$ cat config.mk
export PLATFORM = sky130hd
export DESIGN_NAME = spi_master
export DESIGN_NICKNAME = d
export VERILOG_FILES = /design/src/rtl/spi_master_pkg.sv /design/src/rtl/spi_clkgen.sv /design/src/rtl/spi_master.sv
export SDC_FILE = /design/constraint.sdc
export NUM_CORES = 1
export LEC_CHECK = 0
export CAP_MARGIN = 20
export CORE_MARGIN = 8
export CORE_UTILIZATION = 30
export DETAILED_ROUTE_END_ITERATION = 6
export GPL_TIMING_DRIVEN = 0
export HOLD_SLACK_MARGIN = 0.08
export PLACE_DENSITY = 0.45
export RECOVER_POWER = 100
export SLEW_MARGIN = 15
export SYNTH_ARGS = -nofsm -noshare
export SYNTH_HDL_FRONTEND = slang
export SYNTH_SLANG_ARGS = --single-unit
$ cat constraint.sdc
create_clock -name clock -period 7 [get_ports clock]
set_input_delay 1.75 -clock clock [delete_from_list [all_inputs] [get_ports clock]]
set_output_delay 1.75 -clock clock [all_outputs]
set_load 0.05 [all_outputs]
$ cat src/rtl/spi_master_pkg.sv
// rtl/spi_master_pkg.sv - command codes, FSM encoding and default parameters for spi_master
package spi_master_pkg;

  localparam logic [2:0] SPI_CMD_XFER     = 3'd0;
  localparam logic [2:0] SPI_CMD_INIT     = 3'd1;
  localparam logic [2:0] SPI_CMD_SELECT   = 3'd2;
  localparam logic [2:0] SPI_CMD_DESELECT = 3'd3;
  localparam logic [2:0] SPI_CMD_SPEED    = 3'd4;

  typedef enum logic [1:0] {
    ST_IDLE,
    ST_XFER,
    ST_INIT,
    ST_FINISH
  } state_t;

  localparam int DEF_HALF_FAST   = 2;
  localparam int DEF_HALF_SLOW   = 125;
  localparam int DEF_INIT_CLOCKS = 80;
  localparam int DEF_CS_COUNT    = 1;
  localparam int DEF_TIMEOUT_CNT = 2500000;

endpackage

$ cat src/rtl/spi_clkgen.sv
// rtl/spi_clkgen.sv - restartable SCLK half-period tick generator with fast/slow divider
module spi_clkgen
  import spi_master_pkg::*;
#(
  parameter int HALF_FAST = DEF_HALF_FAST,
  parameter int HALF_SLOW = DEF_HALF_SLOW
) (
  input  logic clock,
  input  logic reset,
  input  logic restart,
  input  logic slow,
  output logic tick,
  output logic sclk_en
);

  localparam int HMAX = (HALF_SLOW > HALF_FAST) ? HALF_SLOW : HALF_FAST;
  localparam int W    = $clog2(HMAX + 1);

  logic [W-1:0] cnt;
  logic [W-1:0] last;

  assign last = slow ? W'(HALF_SLOW - 1) : W'(HALF_FAST - 1);
  assign tick = (cnt == last);
  // SCLK moves one cycle ahead of the tick so MISO can be registered on the tick itself
  assign sclk_en = (cnt == last - W'(1));

  always_ff @(posedge clock or posedge reset) begin
    if (reset) begin
      cnt <= '0;
    end else if (restart || tick) begin
      cnt <= '0;
    end else begin
      cnt <= cnt + W'(1);
    end
  end

endmodule

$ cat src/rtl/spi_master.sv
// rtl/spi_master.sv - single-command SPI master (XFER/INIT/SELECT/DESELECT/SPEED); SPI_MASTER_TIMEOUT_EN adds idle timeout
module spi_master
  import spi_master_pkg::*;
#(
  parameter int HALF_FAST   = DEF_HALF_FAST,
  parameter int HALF_SLOW   = DEF_HALF_SLOW,
  parameter int INIT_CLOCKS = DEF_INIT_CLOCKS,
  parameter int CS_COUNT    = DEF_CS_COUNT,
  parameter int CPOL        = 0,
  parameter int CPHA        = 0,
  parameter int TIMEOUT_CNT = DEF_TIMEOUT_CNT
) (
  input  logic                clock,
  input  logic                reset,
  output logic [CS_COUNT-1:0] spi_cs,
  output logic                spi_sclk,
  output logic                spi_mosi,
  input  logic                spi_miso,
  input  logic                cmd_valid,
  input  logic [2:0]          cmd,
  input  logic [7:0]          cmd_data,
  input  logic [2:0]          cmd_sel,
  output logic [7:0]          rd_data,
  output logic                busy,
  output logic                done,
  output logic                timeout
);

  state_t      state, state_nxt;
  logic        accept, fast, last_half, tick, sclk_en;
  logic [15:0] half_cnt;
  logic [7:0]  tx, rx;

  assign accept    = cmd_valid && (state == ST_IDLE || state == ST_FINISH);
  assign busy      = (state == ST_XFER) || (state == ST_INIT);
  assign done      = (state == ST_FINISH);
  assign last_half = (state == ST_XFER) ? (half_cnt == 16'd15)
                                        : (half_cnt == 16'(2 * INIT_CLOCKS - 1));

  spi_clkgen #(.HALF_FAST(HALF_FAST), .HALF_SLOW(HALF_SLOW)) u_clkgen (
    .clock   (clock),
    .reset   (reset),
    .restart (accept),
    .slow    ((state == ST_INIT) || !fast),
    .tick    (tick),
    .sclk_en (sclk_en)
  );

  always_ff @(posedge clock or posedge reset) begin
    if (reset) state <= ST_IDLE;
    else       state <= state_nxt;
  end

  always_comb begin
    state_nxt = state;
    case (state)
      ST_IDLE, ST_FINISH: begin
        if (cmd_valid) begin
          case (cmd)
            SPI_CMD_XFER: state_nxt = ST_XFER;
            SPI_CMD_INIT: state_nxt = ST_INIT;
            default:      state_nxt = ST_FINISH;
          endcase
        end else if (state == ST_FINISH) begin
          state_nxt = ST_IDLE;
        end
      end
      ST_XFER, ST_INIT: if (tick && last_half) state_nxt = ST_FINISH;
      default: state_nxt = ST_IDLE;
    endcase
  end

  always_ff @(posedge clock or posedge reset) begin
    if (reset) begin
      spi_cs   <= '1;
      spi_sclk <= 1'(CPOL);
      spi_mosi <= 1'b0;
      rd_data  <= '0;
      fast     <= 1'b0;
      half_cnt <= '0;
      tx       <= '0;
      rx       <= '0;
    end else if (accept) begin
      half_cnt <= '0;
      case (cmd)
        SPI_CMD_XFER: begin
          // CPHA=0 must present the MSB before the first leading edge
          tx <= (CPHA != 0) ? cmd_data : {cmd_data[6:0], 1'b0};
          if (CPHA == 0) spi_mosi <= cmd_data[7];
        end
        SPI_CMD_INIT: begin
          spi_cs   <= '1;
          spi_mosi <= 1'b1;
        end
        SPI_CMD_SELECT: begin
          for (int i = 0; i < CS_COUNT; i++) spi_cs[i] <= (int'(cmd_sel) != i);
        end
        SPI_CMD_DESELECT: spi_cs <= '1;
        SPI_CMD_SPEED:    fast <= cmd_data[0];
        default: ;
      endcase
    end else if (busy) begin
      if (sclk_en) spi_sclk <= ~spi_sclk;
      if (tick) begin
        half_cnt <= half_cnt + 16'd1;
        if (state == ST_XFER) begin
          if (half_cnt[0] != 1'(CPHA) && !last_half) begin
            spi_mosi <= tx[7];
            tx       <= tx << 1;
          end
          if (half_cnt[0] == 1'(CPHA)) rx <= {rx[6:0], spi_miso};
          if (last_half) rd_data <= (CPHA != 0) ? {rx[6:0], spi_miso} : rx;
        end else if (last_half) begin
          spi_mosi <= 1'b0;
        end
      end
    end
  end

`ifdef SPI_MASTER_TIMEOUT_EN
  logic [21:0] idle_cnt;

  always_ff @(posedge clock or posedge reset) begin
    if (reset) begin
      idle_cnt <= 22'(TIMEOUT_CNT);
    end else if (accept) begin
      idle_cnt <= '0;
    end else if (state == ST_IDLE && idle_cnt != 22'(TIMEOUT_CNT)) begin
      idle_cnt <= idle_cnt + 22'd1;
    end
  end

  assign timeout = (idle_cnt == 22'(TIMEOUT_CNT));
`else
  assign timeout = 1'b0;
`endif

endmodule

Word-level counts from Yosys, hierarchy flattened
Cells that the tools add are included.
{"block": "word_totals", "input_bits": 18, "regBits": 53}
{"block": "classes", "addsub": 3, "eq_ne": 16, "n_bitwise": 3, "mux": 25, "n_reduce_logical": 30}
{"operator": "$mux 16", "count": 3}
{"operator": "$mux 8", "count": 6}
{"operator": "$reduce_and 5->1", "count": 4}
{"operator": "$add 16x1->16 const B", "count": 1}
{"operator": "$eq 16x4->1 const B", "count": 1}
{"operator": "$eq 16x8->1 const B", "count": 1}
{"operator": "$eq 7x7->1", "count": 2}
{"operator": "$mux 7", "count": 2}
{"operator": "$reduce_bool 2->1", "count": 5}
{"operator": "$pmux 2 s2", "count": 2}
{"operator": "$reduce_and 2->1", "count": 4}
{"operator": "$add 7x1->7 const B", "count": 1}
{"operator": "$mux 1", "count": 7}
{"operator": "$sub 7x1->7 const B", "count": 1}
{"operator": "$eq 3x2->1 const B", "count": 2}
{"operator": "$mux 2", "count": 3}
{"operator": "$ne 3x3->1 const B", "count": 2}
{"operator": "$reduce_bool 3->1", "count": 2}
{"operator": "$reduce_or 2->1", "count": 3}
{"operator": "$eq 2x2->1 const B", "count": 2}
{"operator": "$logic_or 1x1->1", "count": 4}
{"operator": "$ne 2x2->1 const B", "count": 2}
{"operator": "$pmux 1 s2", "count": 2}
{"operator": "$eq 3x1->1 const B", "count": 1}
{"operator": "other kinds (9)", "count": 14}

Logic depth before layout (Yosys ltp)
Gate-level depths: netlist of run 1.
{"block": "depth", "ltp_word": 9, "depth_mapped": 9}

Modules after synthesis
Synthesis of run 1 repeated with hierarchy kept, for this count alone.
{"block": "unflattened", "hier_cells": 248, "hier_area_um2": 2640.0}
{"module": "spi_master", "seq_area_each_um2": 1127.3, "area_per_inst_um2": 2198.4, "instances": 1, "cells_per_inst": 204}
{"module": "spi_clkgen", "seq_area_each_um2": 175.2, "area_per_inst_um2": 441.7, "instances": 1, "cells_per_inst": 44}

Worst setup path before layout of run 1
No wires, ideal clock.
{"block": "synth_timing", "path_type": "input to register", "from": "input port cmd[2]", "to": "register tx[2]", "t_arrival_ps": 2896, "stages": 4, "n_path_buf": 0, "slack_ps": 3980, "setup_ps": 125, "path_cell_list": "or3_1 or2_2 o31ai_4 mux2_2"}
{"block": "synth_between", "elab_chain_len": 3}
{"element": "start: declaration", "line": "spi_master.sv:20", "text": "input logic [2:0] cmd,"}
{"element": "$logic_not 3->1", "line": "spi_master.sv:85", "text": "case (cmd)"}
{"element": "$ne 2x2->1 (no line)"}
{"element": "$reduce_and 5->1 (no line)"}
{"element": "end signal: assignment", "line": "spi_master.sv:88", "text": "tx <= (CPHA != 0) ? cmd_data : {cmd_data[6:0], 1'b0};"}
{"element": "end signal: assignment", "line": "spi_master.sv:109", "text": "tx <= tx << 1;"}
{"element": "end: declaration", "line": "spi_master.sv:32", "text": "logic [7:0] tx, rx;"}
No other way between the ends.
A chain may end at the register's enable or synchronous reset.

Worst setup path after layout of run 1
{"block": "layout_timing", "from": "register state[0]", "to": "output port busy"}
{"block": "layout_between", "elab_chain_len": 2}
{"element": "start: declaration", "line": "spi_master.sv:29", "text": "state_t state, state_nxt;"}
{"element": "start signal: assignment", "line": "spi_master.sv:51", "text": "else state <= state_nxt;"}
{"element": "$eq 2x1->1 or $eq 2x2->1 (tied branches)", "line": "spi_master.sv:35", "text": "assign busy = (state == ST_XFER) || (state == ST_INIT);"}
{"element": "$logic_or 1x1->1 (*)", "line": "spi_master.sv:35"}
{"element": "end: declaration", "line": "spi_master.sv:24", "text": "output logic busy,"}
Mark *: on every way between the ends. The rest lies on a longest branch, timed or not.

==> metrics.yaml, run 1 <==
die:
  core-area_um2: 9021
  initial_utilization_pct: 30.28
  rows: 35
  die_y_um: 111.4
  die_w_um: 111.4
  boundaryPins: 32
  fp.dieArea_um2: 12410
critical_path:
  worstPathMaxFanout: 6
  worst_setup_path_start_kind: "flip-flop"
  crit_path_end_kind: "output port"
  reg2reg_depth: 7
  cp_data_arrival_time_ps: 2180
  worstSetupPathType: "flip-flop to output port"
  cp-endpoint: "busy"
  timing.rr.start: "state[0]$_DFFE_PP0P_"
  worstPathRequired_ps: 5250
  startpoint: "state[0]$_DFFE_PP0P_"
  r2r_end: "rx[0]$_DFFE_PP0P_"
  reg2reg_slack_ps: 3800
timing:
  hold_viol: 0
  final.min_clock_period_ps: 3935
  slew_violations: 53
  rsz0062_at_grt: "no"
  timing.final.crit_share_pct: 56.21
  tns_ps: 0
  slew_headroom_pct: -61.51
  whs_ps: 469.6
  tightest_slew_ps: 2409
  setup_violations: 0
  finClkSkew_ps: 10.83
  fmax_mhz: 254.2
drt:
  ant_nets: 0
  avgViaCountPerCell: 5.058
  wl_per_cell_um: 14.95
  via_count: 2079
  first_pass_iters: 4
  postRouteWirelength_um: 6145
  drt_iter0_drc: 62
  drc: 0
logic_synthesis:
  ys_seq_area_share_pct: 47.69
  synth_flop_cell: "dfrtp_1"
  ys_warn_count: 0
  synth_nets: 286
  synthCells: 262
  ys_ff_latch: 52
  synthDistinctLibCells: 51
  async_flop_share_pct: 100.0
  synth-edff-count: 0
  netlist_area_um2: 2731
  synth.avg_cell_area_um2: 10.43
pwr:
  irDropWorstVdd_mv: 0.1029
  leakage_nw: 1.392
  swShare_pct: 41.08
  power_switching_w: 0.0003856
  internal_power_w: 0.0005529
  p_per_area_nw_per_um2: 293.3
  clkPwrFrac_pct: 19.8
  seqPwrFrac_pct: 41.8
  p_comb_share_pct: 38.4
clock_tree:
  clockBufferDepth: 2
  cts_tree: "yes"
  numCtsBuffers: 5
  clock-sinks: 52
  clk_latency_ps: 310
  htree_num_levels: 2
  postCtsSetupBuffers: 0
  root_buffer: "clkbuf_8"
  holdBufCountCts: 0
  ctsResizeCount: 0
  cts.clk_slew.worst_paths_ps: 100
placed_design:
  dp_cells: 403
  gp_congestion: 0.7064
  hpwl_um: 4231
  io_buffers: 30
cells_and_area:
  synthToLayoutAreaGrowth_pct: 17.13
  diodes: 0
  finalNonFillerCells: 411
  drive_gt1_share_pct: 12.33
  final_nets: 323
hold_path:
  min-delay-start: "spi_sclk$_DFFE_PP0P_"
  hold_path_class: "flip-flop to flip-flop"
job:
  max_cap_violations: 1
global_route:
  antenna_found_initial: 0
  grt_pass1_vias: 2092
  grt_overflow_total: 0
  grt_pass1_wl_um: 10610
  grt_usage_pct: 10.21
  grt_max_degree: 53
outcome:
  status: "finished with violations"
  violations: "max-capacitance violations, max-slew violations"
## cells in the final DEF (no fill, tap or decap), types with 7 or more instances in the layout
cell / count
o21ai_0: 9
inv_1: 9
dlygate4sd3_1: 16
nor4_1: 7
clkbuf_1: 8
mux2_2: 15
a21oi_1: 12
dfrtp_1: 51
nor2_1: 19
clkdlybuf4s50_1: 14
nand3_1: 12
nand2_1: 31
## area by class of cell
| type | instances | area, um^2 |
|---|---|---|
| fillers | 936 | 5822 |
| flip-flops and latches | 52 | 1303 |
| multi-input cells | 190 | 1280 |
| repair buffers | 30 | 300.3 |
| well taps | 111 | 138.9 |
| clock buffers | 5 | 68.82 |
| plain buffers | 10 | 42.54 |
| inverters | 10 | 38.79 |
| clock inverters | 3 | 27.53 |
## synthesized netlist by cell type (all sizes together) (3+ instances only)
cell type | count | area share [%]
dfrtp | 51 | 47
nand2 | 31 | 4.3
mux2 | 23 | 11
nor2 | 20 | 3.0
a21oi | 12 | 2.2
nand3 | 12 | 2.2
inv | 10 | 1.4
o21ai | 9 | 1.6
nor4 | 7 | 1.6
clkbuf | 6 | 0.82
ha | 6 | 2.7
or3 | 6 | 1.4
o311ai | 5 | 1.6
o31ai | 5 | 1.9
o41ai | 5 | 1.6
or4 | 5 | 1.5
buf | 4 | 1.0
nand2b | 4 | 0.92
nor3 | 4 | 0.92
or2 | 4 | 0.92
nand4 | 3 | 0.69
xnor2 | 3 | 0.96
xor2 | 3 | 0.96
## flip-flops by register name, summed over array words and instances, names as in the netlist
register      count
half_cnt         16
tx                7
u_clkgen.cnt      7
fast              1
spi_sclk          1
spi_mosi          1
rx                8
state             2
rd_data           8
spi_cs            1
## worst max-delay path, cell delays in order, from the launching register on
cell and delay, ps:
dfrtp_1 420, inv_1 80, ha_1 380, inv_1 120, dlygate4sd3_1 880
## how the worst min path moves through the flow
stage,endpoint,cells after the start,slack [ps]
after floorplan,half_cnt[12]$_DFFE_PP0P_,1,470
after global placement,spi_sclk$_DFFE_PP0P_,1,460
after detailed placement,spi_sclk$_DFFE_PP0P_,1,460
after CTS,spi_sclk$_DFFE_PP0P_,1,480
after global routing,spi_sclk$_DFFE_PP0P_,1,500
final,spi_sclk$_DFFE_PP0P_,1,470
## logic make-up after synthesis
| group | Yosys count | share of synthesized area [%] |
|---|---|---|
| buf+inv | 20 | 3.206 |
| fa+ha+maj | 6 | 2.748 |
| flops | 52 | 47.69 |
| xor+xnor | 6 | 1.924 |
| compound gates | 48 | 13.24 |
| simple gates | 104 | 19.74 |
| mux | 25 | 11.31 |
| other cells | 1 | 0.1373 |
## through the flow
stage	area [um^2]	util (%)	setup slack, ps	power (W)
after floorplan	2731	-	3980	0.0006686
after global placement	3171	35.15	2799	0.0007822
after detailed placement	3173	35.17	3216	0.0007840
after CTS	3269	36.24	3055	0.0009777
after global routing	3199	35.46	2956	0.001011
final	3199	35.46	3065	0.0009385
## power groups by stage
stage	clock network, W	logic (W)	registers (W)
after floorplan	0	0.000254	0.000414
after global placement	0	0.000381	0.000401
after detailed placement	0	0.000382	0.000402
after CTS	0.000198	0.000384	0.000396
after global routing	0.000206	0.000403	0.000402
final	0.000186	0.000360	0.000393
## per-layer routing
layer  up-vias  global-route usage, %  routed length [um]
met5         -                      0                   0
met4         0                  2.933                  63
met3         4                  2.366                 197
met2        36                  16.24                2852
met1      1018                  13.47                3033
li1       1021                      -                   -
No activity file was read; power rests on OpenSTA's default activity.
==> run 2: changes to the inputs <==
- PLACE_DENSITY: 0.45 -> 0.47
- clock period: 7 -> 3.5 ns (I/O delays scaled with it)
==> run 2 against run 1 <==
Via count down 1.6%. Total power up 100%. Register-to-register slack worse by 3400 ps. Largest cell class unchanged. Global-route usage up 0.077 points. The run now ends clean. Design area up 0.82%. Clock power up 98%. Clock skew down 3.7 ps. Worst setup slack worse by 2700 ps.
==> metrics.yaml, run 2 (synthesized netlist as in run 1, its figures left out) <==
outcome:
  status: "completed"
drt:
  via_count: 2046  # -1.6%
  wl_per_cell_um: 14.92  # -0.23%
  avgViaCountPerCell: 4.966  # -1.8%
  first_pass_iters: 4  # unchanged
  drt_iter0_drc: 72  # +16%
  postRouteWirelength_um: 6146  # about the same
  ant_nets: 0  # unchanged
  drc: 0  # unchanged
clock_tree:
  cts.clk_slew.worst_paths_ps: 100  # about the same
  clk_latency_ps: 310  # about the same
  htree_num_levels: 2  # unchanged
  clock-sinks: 52  # unchanged
  clockBufferDepth: 2  # unchanged
  ctsResizeCount: 0  # unchanged
  root_buffer: "clkbuf_8"
  numCtsBuffers: 5  # unchanged
  cts_tree: "yes"
  postCtsSetupBuffers: 0  # unchanged
  holdBufCountCts: 0  # unchanged
cells_and_area:
  layout_commonest_cell: "dfrtp_1"
  diodes: 0  # unchanged
  drive_gt1_share_pct: 11.63  # -0.71 points
  synthToLayoutAreaGrowth_pct: 18.09
  largest_reg_flops: 16  # unchanged
  final_nets: 324  # +0.31%
  regMostFlops: "half_cnt"
  postLayoutCellArea_um2: 3226  # +0.82%
  largestRegisters: "half_cnt (16), rd_data (8), rx (8)"
  final_cell_mix: "51 x dfrtp_1, 31 x nand2_1, 19 x nor2_1"
  finalNonFillerCells: 412  # +0.24%
critical_path:
  worstSetupPathType: "flip-flop to output port"
  r2r_end: "tx[6]$_DFFE_PP0P_"
  worstPathRequired_ps: 2620  # -2630 ps
  worst_setup_path_start_kind: "flip-flop"
  worstPathMaxFanout: 6  # unchanged
  reg2reg_depth: 7  # unchanged
  crit_path_end_kind: "output port"
  reg2reg_slack_ps: 430  # -3370 ps
  timing.rr.start: "state[0]$_DFFE_PP0P_"
  cp_data_arrival_time_ps: 2240  # +60 ps
global_route:
  antenna_found_initial: 0  # unchanged
  grt_overflow_total: 0  # unchanged
  grt_pass1_wl_um: 10750  # +1.4%
  grt_pass1_vias: 2117  # +1.2%
  grt_usage_pct: 10.29  # +0.077 points
  grt_max_degree: 31  # -42%
timing:
  tns_ps: 0  # unchanged
  fmax_mhz: 321.0
  slew_headroom_pct: 18.69  # +80 points
  rsz0062_at_grt: "no"
  tightest_slew_ps: 1218  # -1191 ps
  fin_ws_ps: 384.4  # -2681 ps
  final.min_clock_period_ps: 3116
  slew_violations: 0  # -100%
  finClkSkew_ps: 7.138  # -3.694 ps
  timing.final.crit_share_pct: 89.02
  setup_violations: 0  # unchanged
  hold_viol: 0  # unchanged
die:
  die_y_um: 111.4  # unchanged
  fp.dieArea_um2: 12410  # unchanged
  initial_utilization_pct: 30.28  # unchanged
  die_w_um: 111.4  # unchanged
  rows: 35  # unchanged
  core-area_um2: 9021  # unchanged
  boundaryPins: 32  # unchanged
placed_design:
  placed_area_um2: 3191  # +0.55%
  hpwl_um: 4381  # +3.5%
  io_buffers: 30  # unchanged
  pre_cts_ws_ps: 555.8  # -2660 ps
  gp_congestion: 0.7187  # +1.7%
  dp_cells: 404  # +0.25%
pwr:
  swShare_pct: 40.65  # -0.44 points
  power_switching_w: 0.0007678  # +99%
  p_comb_share_pct: 38.8  # +0.4 points
  leakage_nw: 1.396  # +0.29%
  clkPwrFrac_pct: 19.6  # -0.2 points
  seqPwrFrac_pct: 41.7  # about the same
  p_per_area_nw_per_um2: 585.6  # +100%
  irDropWorstVdd_mv: 0.2125  # +110%
  internal_power_w: 0.001121  # +100%
job:
  max_cap_violations: 0  # -1
hold_path:
  min-delay-start: "spi_sclk$_DFFE_PP0P_"
  hold_depth: 1  # unchanged
  hold_path_class: "flip-flop to flip-flop"
  whs_endpoint: "spi_sclk$_DFFE_PP0P_"
==> run 2: how the worst max path moves through the flow <==
stage                     cells past startpoint  slack (ps)                        end                 start
after floorplan                               8        1160     rd_data[0]$_DFFE_PP0P_  state[0]$_DFFE_PP0P_
after global placement                        2         230  u_clkgen.cnt[5]$_DFF_PP0_                 reset
after detailed placement                      7         560       spi_mosi$_DFFE_PP0P_             cmd_valid
after CTS                                     4         440                       busy  state[0]$_DFFE_PP0P_
after global routing                          7         190          tx[7]$_DFFE_PP0P_  state[0]$_DFFE_PP0P_
final                                         4         380                       busy  state[0]$_DFFE_PP0P_
==> run 2: power by group through the flow <==
stage	combinational [W]	clock [W]	sequential (W)
6_report	0.000732	0.000369	0.000787
5_1_grt	0.000825	0.000409	0.000801
4_1_cts	0.000769	0.000388	0.000790
3_5_place_dp	0.000767	0	0.000801
3_3_place_gp	0.000761	0	0.000801
2_1_floorplan	0.000508	0	0.000829
==> run 2: critical path, cell delays in order, from the launching register on <==
cell,delay (ps)
dfrtp_1,420
inv_1,90
ha_1,380
inv_1,160
dlygate4sd3_1,890
==> run 2: per-layer routing <==
| layer | wire length, um | vias up | GRT usage (%) |
|---|---|---|---|
| met5 | 0 | - | 0 |
| met1 | 3150 | 991 | 13.88 |
| met2 | 2704 | 25 | 16.08 |
| li1 | - | 1025 | - |
| met3 | 240 | 5 | 2.581 |
| met4 | 51 | 0 | 2.400 |
==> run 2: per-stage QoR <==
step / total power [W] / utilization (%) / hold slack, ps
final: 0.001889 / 35.76 / 470.4
after global placement: 0.001563 / 35.15 / 458.8
after CTS: 0.001946 / 36.45 / 479.0
after global routing: 0.002036 / 35.76 / 495.4
after floorplan: 0.001337 / - / 470.5
after detailed placement: 0.001567 / 35.37 / 464.8
==> run 2: layout make-up <==
| cell class | count | area, um^2 |
|---|---|---|
| buffer | 10 | 41.29 |
| clock buffer | 6 | 82.58 |
| clock inverter | 2 | 15.01 |
| fill | 944 | 5796 |
| inverter | 10 | 37.54 |
| multi-input combinational | 190 | 1287 |
| sequential | 52 | 1303 |
| tap | 111 | 138.9 |
| timing repair buffer | 31 | 320.3 |
==> run 3: changes to the inputs <==
--- a/config.mk
+++ b/config.mk
@@ -12,5 +12,5 @@
 export GPL_TIMING_DRIVEN = 0
 export HOLD_SLACK_MARGIN = 0.08
-export PLACE_DENSITY = 0.47
+export PLACE_DENSITY = 0.45
 export RECOVER_POWER = 100
 export SLEW_MARGIN = 15
==> constraint.sdc (replaced) <==
create_clock -name clock -period 3.1 [get_ports clock]
set_input_delay 0.62 -clock clock [delete_from_list [all_inputs] [get_ports clock]]
set_output_delay 0.62 -clock clock [all_outputs]
set_load 0.05 [all_outputs]
==> run 3 against run 2 <==
The run now ends with max-capacitance violations, max-slew violations left. Utilization fell by 0.083 points. Routed wire length down 1.2%. Worst hold slack got worse by 1.8 ps. Total power rose by 13%. Via count up 1.8%. Critical endpoint unchanged.
==> metrics.yaml, run 3 (synthesized netlist as in run 1, its figures left out) <==
job:
  max_cap_violations: 1  # +1
drt:
  postRouteWirelength_um: 6072  # -1.2%
  wl_met2_um: 2832  # +4.7%
  wl_met1_um: 2999  # -4.8%
  avgViaCountPerCell: 5.068  # +2.1%
  wl_per_cell_um: 14.77  # -0.96%
  wl_met3_um: 176  # -27%
  ant_nets: 0  # unchanged
  top_layer: "met4"
  drt_iter0_drc: 71  # -1.4%
  via_count: 2083  # +1.8%
  drc: 0  # unchanged
  first_pass_iters: 4  # unchanged
timing:
  finClkSkew_ps: 10.86  # +3.727 ps
  whs_ps: 468.7  # -1.773 ps
  rsz0062_at_grt: "no"
  tightest_slew_ps: 2015  # +796.8 ps
  slew_violations: 53  # +53
  final.min_clock_period_ps: 2849
  setup_violations: 0  # unchanged
  fin_ws_ps: 251.1  # -133.3 ps
  tns_ps: 0  # unchanged
  slew_headroom_pct: -34.49  # -53 points
  timing.final.crit_share_pct: 91.90
  fmax_mhz: 351.0
  hold_viol: 0  # unchanged
clock_tree:
  root_buffer: "clkbuf_8"
  cts.clk_slew.worst_paths_ps: 100  # about the same
  clock-sinks: 52  # unchanged
  cts_tree: "yes"
  numCtsBuffers: 5  # unchanged
  clk_latency_ps: 310  # about the same
  holdBufCountCts: 0  # unchanged
  ctsResizeCount: 0  # unchanged
  postCtsSetupBuffers: 0  # unchanged
  clockBufferDepth: 2  # unchanged
  htree_num_levels: 2  # unchanged
placed_design:
  pre_cts_ws_ps: 433.0  # -122.8 ps
  io_buffers: 30  # unchanged
  hpwl_um: 4231  # -3.4%
  placed_area_um2: 3173  # -0.55%
  gp_congestion: 0.7064  # -1.7%
pwr:
  power_switching_w: 0.0008815  # +15%
  irDropWorstVdd_mv: 0.2444  # +15%
  p_comb_share_pct: 38.8  # about the same
  internal_power_w: 0.001251  # +12%
  p_per_area_nw_per_um2: 662.6  # +13%
  swShare_pct: 41.34  # +0.69 points
  seqPwrFrac_pct: 41.6  # about the same
  leakage_nw: 1.394  # -0.14%
  total_power_w: 0.002132  # +13%
  clkPwrFrac_pct: 19.6  # about the same
critical_path:
  cp-endpoint: "busy"
  reg2reg_slack_ps: 360  # -70 ps
  timing.rr.start: "state[0]$_DFFE_PP0P_"
  worst_setup_path_start_kind: "flip-flop"
  worstPathRequired_ps: 2480  # -140 ps
  crit_path_end_kind: "output port"
  cp_data_arrival_time_ps: 2230  # about the same
  reg2reg_depth: 7  # unchanged
  worstPathMaxFanout: 6  # unchanged
  worstSetupPathType: "flip-flop to output port"
  r2r_end: "tx[3]$_DFFE_PP0P_"
  startpoint: "state[0]$_DFFE_PP0P_"
cells_and_area:
  largest_reg_flops: 16  # unchanged
  layout_commonest_cell: "dfrtp_1"
  final_nets: 323  # -0.31%
  synthToLayoutAreaGrowth_pct: 17.82
  postLayoutCellArea_um2: 3218  # -0.23%
  largestRegisters: "half_cnt (16), rd_data (8), rx (8)"
  drive_gt1_share_pct: 12.67  # +1.0 points
  n_fill_cell: 940  # -0.42%
  regMostFlops: "half_cnt"
  diodes: 0  # unchanged
  final_cell_mix: "51 x dfrtp_1, 31 x nand2_1, 19 x nor2_1"
outcome:
  status: "finished with violations"
  violations: "max-capacitance violations, max-slew violations"
die:
  core-area_um2: 9021  # unchanged
  boundaryPins: 32  # unchanged
  rows: 35  # unchanged
  die_y_um: 111.4  # unchanged
  initial_utilization_pct: 30.28  # unchanged
  fp.dieArea_um2: 12410  # unchanged
  die_w_um: 111.4  # unchanged
global_route:
  grt_usage_pct: 10.21  # -0.077 points
  antenna_found_initial: 0  # unchanged
  grt_pass1_vias: 2092  # -1.2%
  grt_overflow_total: 0  # unchanged
  grt_max_degree: 53  # +71%
  grt_pass1_wl_um: 10610  # -1.3%
hold_path:
  hold_path_class: "flip-flop to flip-flop"
  min-delay-start: "spi_sclk$_DFFE_PP0P_"
==> run 3: worst min path at each step <==
stage,end,cells after the start
floorplan,half_cnt[12]$_DFFE_PP0P_,1
global placement,spi_sclk$_DFFE_PP0P_,1
detailed placement,spi_sclk$_DFFE_PP0P_,1
CTS,spi_sclk$_DFFE_PP0P_,1
global route,spi_sclk$_DFFE_PP0P_,1
finish,spi_sclk$_DFFE_PP0P_,1
==> run 3: stage by stage <==
| stage | cells | util, % |
|---|---|---|
| after floorplan | 262 | - |
| after global placement | 403 | 35.15 |
| after detailed placement | 403 | 35.17 |
| after CTS | 411 | 36.24 |
| after global routing | 411 | 35.67 |
| final | 411 | 35.67 |
==> run 3: power groups by stage <==
stage	clock [W]	combinational [W]	sequential (W)
floorplan	0	0.000574	0.000936
global placement	0	0.000861	0.000905
detailed placement	0	0.000863	0.000907
CTS	0.000447	0.000868	0.000893
global route	0.000466	0.000931	0.000909
finish	0.000417	0.000827	0.000888
==> run 3: routing by layer <==
metal / track usage, % / vias up
met4: 2.933 / 0
li1: - / 1023
met1: 13.47 / 1025
met3: 2.366 / 4
met5: 0 / -
met2: 16.24 / 31
==> run 3: worst max-delay path: stages, from the launching register on <==
cell and delay [ps]:
dfrtp_1 420, inv_1 80, ha_1 380, inv_1 160
dlygate4sd3_1 890
==> run 3: cell type report <==
| class | instances | area, um^2 | area share [%] |
|---|---|---|---|
| plain buffers | 10 | 43.79 | 1.361 |
| clock buffers | 5 | 68.82 | 2.138 |
| clock inverters | 3 | 27.53 | 0.8554 |
| inverters | 10 | 37.54 | 1.166 |
| multi-input cells | 190 | 1299 | 40.36 |
| flip-flops and latches | 52 | 1303 | 40.47 |
| well taps | 111 | 138.9 | 4.316 |
| repair buffers | 30 | 300.3 | 9.331 |
